<file path="src/rtl/beam_pkg.sv">
// Shared types and defaults for the beam argmax stage, plus the
// index-to-angle conversion that the display bench also reuses.
package beam_pkg;

    typedef enum logic [1:0] {
        IDLE,
        SCAN,
        CALC,
        DONE
    } state_e;

    localparam int DEF_NUM_BEAMS = 37;
    localparam int DEF_ENERGY_W  = 32;
    localparam int DEF_ANG_MIN   = -90;
    localparam int DEF_ANG_STEP  = 5;
    localparam int IDX_W         = $clog2(DEF_NUM_BEAMS);

    // The common 5-degree step avoids a multiplier: idx*5 == (idx<<2)+idx.
    function automatic logic signed [7:0] idx_to_angle(
        input logic [7:0] idx,
        input int         ang_min,
        input int         ang_step
    );
        logic signed [8:0] prod;
        if (ang_step == 5) begin
            prod = 9'(({1'b0, idx} << 2) + {1'b0, idx});
        end else begin
            prod = 9'(int'(idx) * ang_step);
        end
        return 8'(prod + 9'(ang_min));
    endfunction

endpackage

</file>
<file path="src/rtl/beam_argmax.sv">
// Scans one frame of beam energies, keeps the strongest (lowest index on ties)
// and reports its steering angle with a one-cycle wbdone pulse.
module beam_argmax
    import beam_pkg::*;
#(
    parameter int NUM_BEAMS = DEF_NUM_BEAMS,
    parameter int ENERGY_W  = DEF_ENERGY_W,
    parameter int ANG_MIN   = DEF_ANG_MIN,
    parameter int ANG_STEP  = DEF_ANG_STEP
) (
    input  logic                clk,
    input  logic                reset,
    input  logic                start,
    input  logic                e_valid,
    input  logic [ENERGY_W-1:0] e_data,
    output logic                e_ready,
    input  logic [ENERGY_W-1:0] thresh,
    output logic signed [7:0]   angle,
    output logic                detect,
    output logic                wbdone,
    output logic                busy,
    output logic                err_restart
);

    localparam int CNT_W = $clog2(NUM_BEAMS);
    localparam logic [CNT_W-1:0] LAST_IDX = CNT_W'(NUM_BEAMS - 1);

    if ((ANG_MIN + ANG_STEP * (NUM_BEAMS - 1) > 127) || (ANG_MIN < -128)) begin : g_param_check
        $error("beam_argmax: angle range does not fit 8-bit signed");
    end

    state_e                state_q, state_d;
    logic [CNT_W-1:0]      count_q, count_d;
    logic [CNT_W-1:0]      best_idx_q, best_idx_d;
    logic [ENERGY_W-1:0]   max_e_q, max_e_d;
    logic [ENERGY_W-1:0]   thresh_q, thresh_d;
    logic signed [7:0]     angle_q, angle_d;
    logic                  detect_q, detect_d;
    logic                  wbdone_q, wbdone_d;
    logic                  err_restart_q, err_restart_d;

    always_comb begin
        state_d       = state_q;
        count_d       = count_q;
        best_idx_d    = best_idx_q;
        max_e_d       = max_e_q;
        thresh_d      = thresh_q;
        angle_d       = angle_q;
        detect_d      = detect_q;
        wbdone_d      = 1'b0;
        err_restart_d = 1'b0;

        case (state_q)
            IDLE: begin
                if (start) begin
                    state_d    = SCAN;
                    count_d    = '0;
                    max_e_d    = '0;
                    best_idx_d = '0;
                    thresh_d   = thresh;
                end
            end
            SCAN: begin
                // A restart wins over a sample offered in the same cycle.
                if (start) begin
                    err_restart_d = 1'b1;
                    count_d       = '0;
                    max_e_d       = '0;
                    best_idx_d    = '0;
                    thresh_d      = thresh;
                end else if (e_valid) begin
                    if (count_q == '0 || e_data > max_e_q) begin
                        max_e_d    = e_data;
                        best_idx_d = count_q;
                    end
                    count_d = count_q + 1'b1;
                    if (count_q == LAST_IDX) begin
                        state_d = CALC;
                    end
                end
            end
            CALC: begin
                angle_d  = idx_to_angle(8'(best_idx_q), ANG_MIN, ANG_STEP);
                detect_d = (max_e_q >= thresh_q);
                wbdone_d = 1'b1;
                state_d  = DONE;
            end
            DONE: begin
                state_d = IDLE;
            end
            default: begin
                state_d = IDLE;
            end
        endcase
    end

    always_ff @(posedge clk) begin
        if (reset) begin
            state_q       <= IDLE;
            count_q       <= '0;
            best_idx_q    <= '0;
            max_e_q       <= '0;
            thresh_q      <= '0;
            angle_q       <= '0;
            detect_q      <= 1'b0;
            wbdone_q      <= 1'b0;
            err_restart_q <= 1'b0;
        end else begin
            state_q       <= state_d;
            count_q       <= count_d;
            best_idx_q    <= best_idx_d;
            max_e_q       <= max_e_d;
            thresh_q      <= thresh_d;
            angle_q       <= angle_d;
            detect_q      <= detect_d;
            wbdone_q      <= wbdone_d;
            err_restart_q <= err_restart_d;
        end
    end

    assign e_ready     = (state_q == SCAN);
    assign busy        = (state_q == SCAN) || (state_q == CALC);
    assign angle       = angle_q;
    assign detect      = detect_q;
    assign wbdone      = wbdone_q;
    assign err_restart = err_restart_q;

endmodule

</file>
<file path="config.mk">
export PLATFORM = sky130hd
export DESIGN_NAME = beam_argmax
export DESIGN_NICKNAME = d
export VERILOG_FILES = /design/src/rtl/beam_pkg.sv /design/src/rtl/beam_argmax.sv
export SDC_FILE = /design/constraint.sdc
export NUM_CORES = 1
export LEC_CHECK = 0
export CAP_MARGIN = 20
export CORE_ASPECT_RATIO = 1.25
export CORE_MARGIN = 1
export CORE_UTILIZATION = 40
export CTS_CLUSTER_DIAMETER = 80
export CTS_CLUSTER_SIZE = 28
export DETAILED_ROUTE_END_ITERATION = 12
export PLACE_DENSITY = 0.74
export REMOVE_ABC_BUFFERS = 1
export SLEW_MARGIN = 30
export SYNTH_ARGS = -nofsm -noshare
export SYNTH_HDL_FRONTEND = slang
export SYNTH_SLANG_ARGS = --single-unit
</file>
<file path="constraint.sdc">
create_clock -name clk -period 3.45 [get_ports clk]
set_input_delay 0.5175 -clock clk [delete_from_list [all_inputs] [get_ports clk]]
set_output_delay 0.5175 -clock clk [all_outputs]
set_load 0.02 [all_outputs]
</file>
==> summary.md, run 1 <==
| Metric | Value |
|---|---|
| H-tree levels | 3 |
| Die area | 13900 um2 |
| Worst-skew pair later-pin latency | 340 ps |
| Die height | 132 um |
| CTS tree | done |
| Final min period | 2680 ps |
| Final hold vios | 0 |
| Run status | complete, no violations |
| Pre-antenna DRT Iters | 4 |
| Core area | 12900 um2 |
| Max-slew violations | 0 |
| Flop pwr share | 35.3% |
| Number of synthesized flops with an enable pin | 0 |
| Post-synth ARST share | 0% |
| Final Cell Area | 6610 um2 |
| Slew margin rel. | 60.4% |
| Internal Power | 2.34 mW |
| YS warnings | 0 |
| Fin util | 51.3% |
| First-pass GRT wire length | 20000 um |
| Initial antenna violation count | 0 |
| Synth area leaders | dfxtp_1 33%, ha_1 17%, mux2i_1 8.2%, nand2_1 7.8%, inv_1 5.0% |
| Final setup fails | 0 |
| CP Capture Type | register |
| Area Growth Syn to Fin | 23.1% |
| Delay of the slowest cell on the worst path | 540 ps |
| Syn Inst Count | 640 |
| Final wirelength | 11500 um |
| DR iter-0 viols | 141 |
| RSZ-0062 raised after global routing | false |
| Fill count | 1262 |
| Clk pin slew, worst setup/hold paths | 60 ps |
| IO buf count | 80 |
| Total power | 3.57 mW |
| PwrDens | 540 nW/um2 |
| Initial Utilization | 41.6% |
| Nets | 858 |
| Syn avg cell area | 8.39 um2 |
| Distinct cells, synth | 46 |
| Worst EP required | 3720 ps |
| Tot GR Track Use | 17.7% |
| Net Switching | 1.23 mW |
| Synth top area share | 33.2% |
| Worst Tran Pin Value | 594 ps |
| Hold buffer count at cts | 0 |
| CP Max Fanout | 30 |
| # rows | 46 |
| Synth top cells by count | 111 x nand2_1, 89 x dfxtp_1, 74 x ha_1 |
| Drt wl/cell | 13.0 um |
| Post-CTS setup buffer count | 0 |
| Slowest CP cell | or4_1 |
| Chip width | 106 um |
| Synth Flop Type | dfxtp_1 |
| Buf/Inv on CP | 2 |
| WS Path Type | primary input to register |
| Max Freq | 373 MHz |
| Vias/cell | 4.95 |
| VDD IR max | 319 uV |
| GRT Residual Overflow | 0 |
| Setup TNS Final | 0 ps |
| Max-cap violations | 0 |
| Fraction of layout cells with a size suffix above 1 | 3.76% |
| Num ports | 81 |
| Placer congestion estimate | 0.789 |
| LEAKAGE | 2.66 nW |
| Final Skew | 6.11 ps |
| Final Cycle Share | 77.6% |
| Clk buf depth | 2 |
| Seq/Total Area, Yosys | 33.2% |
| Vias | 4382 |
| CTS Buf Count | 9 |
| Setup crit start kind | primary input |
| Combinational share of power | 39.5% |
| Hold WC Path Type | register to register |
| FF+latch count, synth | 89 |
| CTS root buf | clkbuf_16 |
| Layout Cells excl Fill | 886 |
| Vias in the first global route | 4350 |
| Placed cell areas | 6320 um2 |
| Critical path cell sequence | clkdlybuf4s50_1 > ha_1 > nand4_1 > or4_1 > o31ai_1 > a21o_2 > buf_12 > mux2i_1 |
| Clk sinks | 89 |
| Delay-heaviest family, CP | simple AND/OR/NAND/NOR gates |
| Synthesized area | 5370 um2 |
| Sw Share | 34.3% |
| Clock power share | 25.2% |
| Final HPWL DP | 8600 um |
| Resized cells post-CTS | 0 |
| Worst path arrival time | 2940 ps |
| N_diodes | 0 |
| Pin count of the biggest net entering global routing | 36 |
| Area leader, netlist | dfxtp_1 |
| Most frequent cell after synthesis | nand2_1 |
| Post-route ant nets | 0 |
| DRC viols | 0 |
| Inst Count DP | 871 |
[layout make-up]
| type | count | area [um2] | area share [%] |
|---|---|---|---|
| Multi-Input combinational cell | 453 | 3180 | 48.1 |
| Clock buffer | 14 | 264 | 3.99 |
| Timing Repair Buffer | 90 | 903 | 13.7 |
| Inverter | 72 | 270 | 4.09 |
| Sequential cell | 89 | 1780 | 27.0 |
| Tap cell | 168 | 210 | 3.18 |
[cells by family (layout without fill, tap and decap cells)]
kind of cell	Yosys count	in the layout	share of synthesized area (%)
buffers and inverters	98	176	7.83
and+or+nand+nor	213	213	18.7
AOI/OAI and AO/OA	110	110	12.7
xor gates and xnor gates	11	11	1.79
DFF	89	89	33.2
adders and majority gates	75	75	17.6
muxes	44	44	8.20
[tightest hold or removal path: cells and delay by family (launching register included)]
kind | cells | cell delay, ps
DFF | 1 | 310
AOI/OAI and AO/OA | 1 | 50
and+or+nand+nor | 1 | 50
[per-stage QoR]
step                      worst slack (ps)  hold slack (ps)
after floorplan                        748              430
after global placement                 463              442
after detailed placement               425              447
after CTS                              782              456
after global routing                   624              476
final                                  772              454
[worst paths after layout]
kind / startpoint / to / slack, ps / cells after the start
max reg2reg: state_q[1] / max_e_q[21] / 910 / 9
min: thresh_q[24] / thresh_q[24] / 450 / 2
min reg2reg: thresh_q[24] / thresh_q[24] / 450 / 2
max: e_data[31] / max_e_q[21] / 770 / 8
[flip-flops by register name (all words and copies together) (netlist names)]
signal	cells
angle	8
best_idx_q	6
detect	1
err_restart	1
count_q	6
max_e_q	32
wbdone	1
state_q	2
thresh_q	32
[power by group through the flow]
stage               sequential (mW)  clock [mW]  combinational, mW
floorplan                      1.29           0              0.890
global placement               1.28           0               1.38
detailed placement             1.28           0               1.40
CTS                            1.26       0.927               1.40
global route                   1.28       0.975               1.58
finish                         1.26       0.900               1.41
[routing by layer]
layer | wire, um | share of wire, % | vias to the layer above | GRT usage [%]
met1 | 5270 | 46 | 1994 | 21.6
li1 | - | - | 2308 | -
met5 | 0 | 0 | - | 0
met3 | 374 | 3.2 | 13 | 3.22
met4 | 154 | 1.3 | 0 | 4.94
met2 | 5720 | 50 | 67 | 31.6
[placed cells by master, fill, tap and decap left out, drive strengths merged, types with 5 or more instances in the layout]
cell type and count:
nand2 111, dfxtp 89, clkdlybuf4s50 79, ha 74, inv 72, a21oi 51, mux2i 44, nand2b 41
nor2 19, o21ai 15, clkbuf 14, a211oi 13, nand4 13, a21o 13, buf 11, nand3 8
xnor2 6, xor2 5
No activity file was read; power rests on OpenSTA's default activity.
==> run 2, diff against run 1 <==
PLACE_DENSITY = 0.76   (was 0.74)
clock period = 2.45 ns   (was 3.45 ns; I/O delays follow)
==> summary.md, run 2 (synthesis gave the netlist of run 1 again) <==
| Metric | Value |
|---|---|
| Run status | complete, no violations (unchanged) |
| Core area | 12900 um2 (unchanged) |
| # rows | 46 (unchanged) |
| Net Switching | 1.83 mW (was 1.23 mW) |
| Fin Hold WS | 341 ps (was 454 ps) |
| Fraction of layout cells with a size suffix above 1 | 7.86% (was 3.76%) |
| Clk sinks | 89 (unchanged) |
| Combinational share of power | 41.9% (was 39.5%) |
| Nets | 877 (was 858) |
| Slew margin rel. | 67.2% (was 60.4%) |
| Final Cell Area | 6930 um2 (was 6610 um2) |
| Post-route ant nets | 0 (unchanged) |
| Hold buffer count at cts | 0 (unchanged) |
| Max-cap violations | 0 (unchanged) |
| Clk pin slew, worst setup/hold paths | 60 ps (about the same) |
| Final Skew | 8.60 ps (was 6.11 ps) |
| Worst path arrival time | 2610 ps (was 2940 ps) |
| Pin count of the biggest net entering global routing | 39 (was 36) |
| Fill count | 1212 (was 1262) |
| N_diodes | 0 (unchanged) |
| Final min period | 2380 ps |
| Setup crit start kind | primary input (unchanged) |
| DRC viols | 0 (unchanged) |
| CTS tree | done (unchanged) |
| CTS Buf Count | 9 (unchanged) |
| Worst-skew pair later-pin latency | 340 ps (about the same) |
| Buf/Inv on CP | 3 (was 2) |
| Vias/cell | 4.99 (was 4.95) |
| Commonest non-fill, non-tap cell in the layout | nand2_1 (unchanged) |
| Clock power share | 24.7% (was 25.2%) |
| Sw Share | 34.4% (was 34.3%) |
| H-tree levels | 3 (unchanged) |
| Final setup fails | 0 (unchanged) |
| Worst EP required | 2680 ps (was 3720 ps) |
| Final wirelength | 12100 um (was 11500 um) |
| Pre-antenna DRT Iters | 5 (was 4) |
| Slowest CP cell | clkdlybuf4s50_1 (was or4_1) |
| Clk buf depth | 2 (unchanged) |
| Reg2reg end | max_e_q[6] (was max_e_q[21]) |
| Area Growth Syn to Fin | 29.0% (was 23.1%) |
| Vias | 4524 (was 4382) |
| CP Capture Type | register (unchanged) |
| VDD IR max | 387 uV (was 319 uV) |
| First-pass GRT wire length | 20100 um (was 20000 um) |
| Placer congestion estimate | 0.831 (was 0.789) |
| Initial Utilization | 41.6% (unchanged) |
| Setup WS post-layout | 68.0 ps (was 772 ps) |
| Final HPWL DP | 8780 um (was 8600 um) |
| R2r startpoint | max_e_q[28] (was state_q[1]) |
| Final Cycle Share | 97.2% |
| Max-slew violations | 0 (unchanged) |
| Cell count of the worst reg-to-reg path | 9 (unchanged) |
| Chip width | 106 um (unchanged) |
| LEAKAGE | 2.85 nW (was 2.66 nW) |
| Delay of the slowest cell on the worst path | 460 ps (was 540 ps) |
| Worst Tran Pin Value | 490 ps (was 594 ps) |
| Tot GR Track Use | 17.8% (was 17.7%) |
| Delay-heaviest family, CP | buffers and inverters (was simple AND/OR/NAND/NOR gates) |
| Hold Path Origin | e_data[30] (was thresh_q[24]) |
| IO buf count | 80 (unchanged) |
| CP Max Fanout | 8 (was 30) |
| Final hold vios | 0 (unchanged) |
| Die area | 13900 um2 (unchanged) |
| Commonest non-fill, non-tap cells in the layout | 111 x nand2_1, 89 x dfxtp_1, 73 x clkdlybuf4s50_1 (was 111 x nand2_1, 89 x dfxtp_1, 79 x clkdlybuf4s50_1) |
| Hold WC Path Type | primary input to register (was register to register) |
| Flop pwr share | 33.3% (was 35.3%) |
| Vias in the first global route | 4399 (was 4350) |
| Fin util | 53.7% (was 51.3%) |
| WS Path Type | primary input to register (unchanged) |
| Hold path endpoint | max_e_q[30] (was thresh_q[24]) |
| PwrDens | 767 nW/um2 (was 540 nW/um2) |
| DR iter-0 viols | 146 (was 141) |
| GRT Residual Overflow | 0 (unchanged) |
| Dpl ws | -470 ps (was 425 ps) |
| Reg-to-reg slack, setup | 140 ps (was 910 ps) |
| Internal Power | 3.48 mW (was 2.34 mW) |
| Num ports | 81 (unchanged) |
| Drt wl/cell | 13.4 um (was 13.0 um) |
| Placed cell areas | 6430 um2 (was 6320 um2) |
| Max Freq | 420 MHz |
| CTS root buf | clkbuf_16 (unchanged) |
| Die height | 132 um (unchanged) |
| Critical path cell sequence | clkdlybuf4s50_1 > ha_1 > nand4_1 > buf_4 > a2111oi_2 > nor4_4 > a21o_4 > clkbuf_16 > mux2i_1 (was clkdlybuf4s50_1 > ha_1 > nand4_1 > or4_1 > o31ai_1 > a21o_2 > buf_12 > mux2i_1) |
| Initial antenna violation count | 0 (unchanged) |
| Hold depth | 3 (was 2) |
## run 2: area by class of cell
type / count / area (um2) / area share, %
Sequential cell: 89 / 1780 / 25.7
Inverter: 72 / 270 / 3.90
Multi-Input combinational cell: 453 / 3280 / 47.4
Timing Repair Buffer: 109 / 1100 / 15.9
Tap cell: 168 / 210 / 3.04
Clock buffer: 13 / 270 / 3.90
Clock inverter: 2 / 12.5 / 0.181
## run 2: repair_timing
| item | CTS | global route |
|---|---|---|
| buffers inserted | 0 | 4 |
| endpoints found under the setup margin | 38 | 38 |
| resized for setup | 1 | 20 |
| cloned | 0 | 3 |
| pin swaps | 0 | 14 |
## run 2: tightest hold or removal path: stages
cell and delay, ps:
dlymetal6s2s_1 150, nand2_1 60, mux2i_1 50
## run 2: routing by layer
layer	global-route usage, %	vias to the layer above	part of all wire, %
met5	0	-	0
met4	5.32	0	2.1
met3	3.37	19	3.1
met2	32.2	74	50
met1	20.9	2089	44
li1	-	2342	-
## run 2: how the worst max path moves through the flow
| stage | startpoint | cells after the start | endpoint | slack (ps) |
|---|---|---|---|---|
| global route | e_data[31] | 9 | max_e_q[17] | -40 |
| global placement | e_data[29] | 9 | best_idx_q[5] | -410 |
| floorplan | state_q[1] | 8 | best_idx_q[0] | -170 |
| CTS | e_data[29] | 9 | best_idx_q[1] | -30 |
| finish | e_data[28] | 9 | max_e_q[6] | 70 |
| detailed placement | e_data[29] | 9 | max_e_q[3] | -470 |
## run 2: stage by stage
| step | instances | total power [mW] | setup TNS, ps |
|---|---|---|---|
| 6_report | 906 | 5.31 | 0 |
| 5_1_grt | 906 | 5.67 | -654 |
| 4_1_cts | 899 | 5.17 | -79.1 |
| 3_5_place_dp | 884 | 3.84 | -16280 |
| 3_3_place_gp | 884 | 3.80 | -14990 |
| 2_1_floorplan | 614 | 3.08 | -6350 |
## run 2: power by group through the flow
stage / logic [mW] / clock network (mW) / registers (mW)
finish: 2.23 / 1.31 / 1.77
global route: 2.46 / 1.42 / 1.80
CTS: 2.05 / 1.35 / 1.77
detailed placement: 2.04 / 0 / 1.80
global placement: 2.01 / 0 / 1.80
floorplan: 1.25 / 0 / 1.82
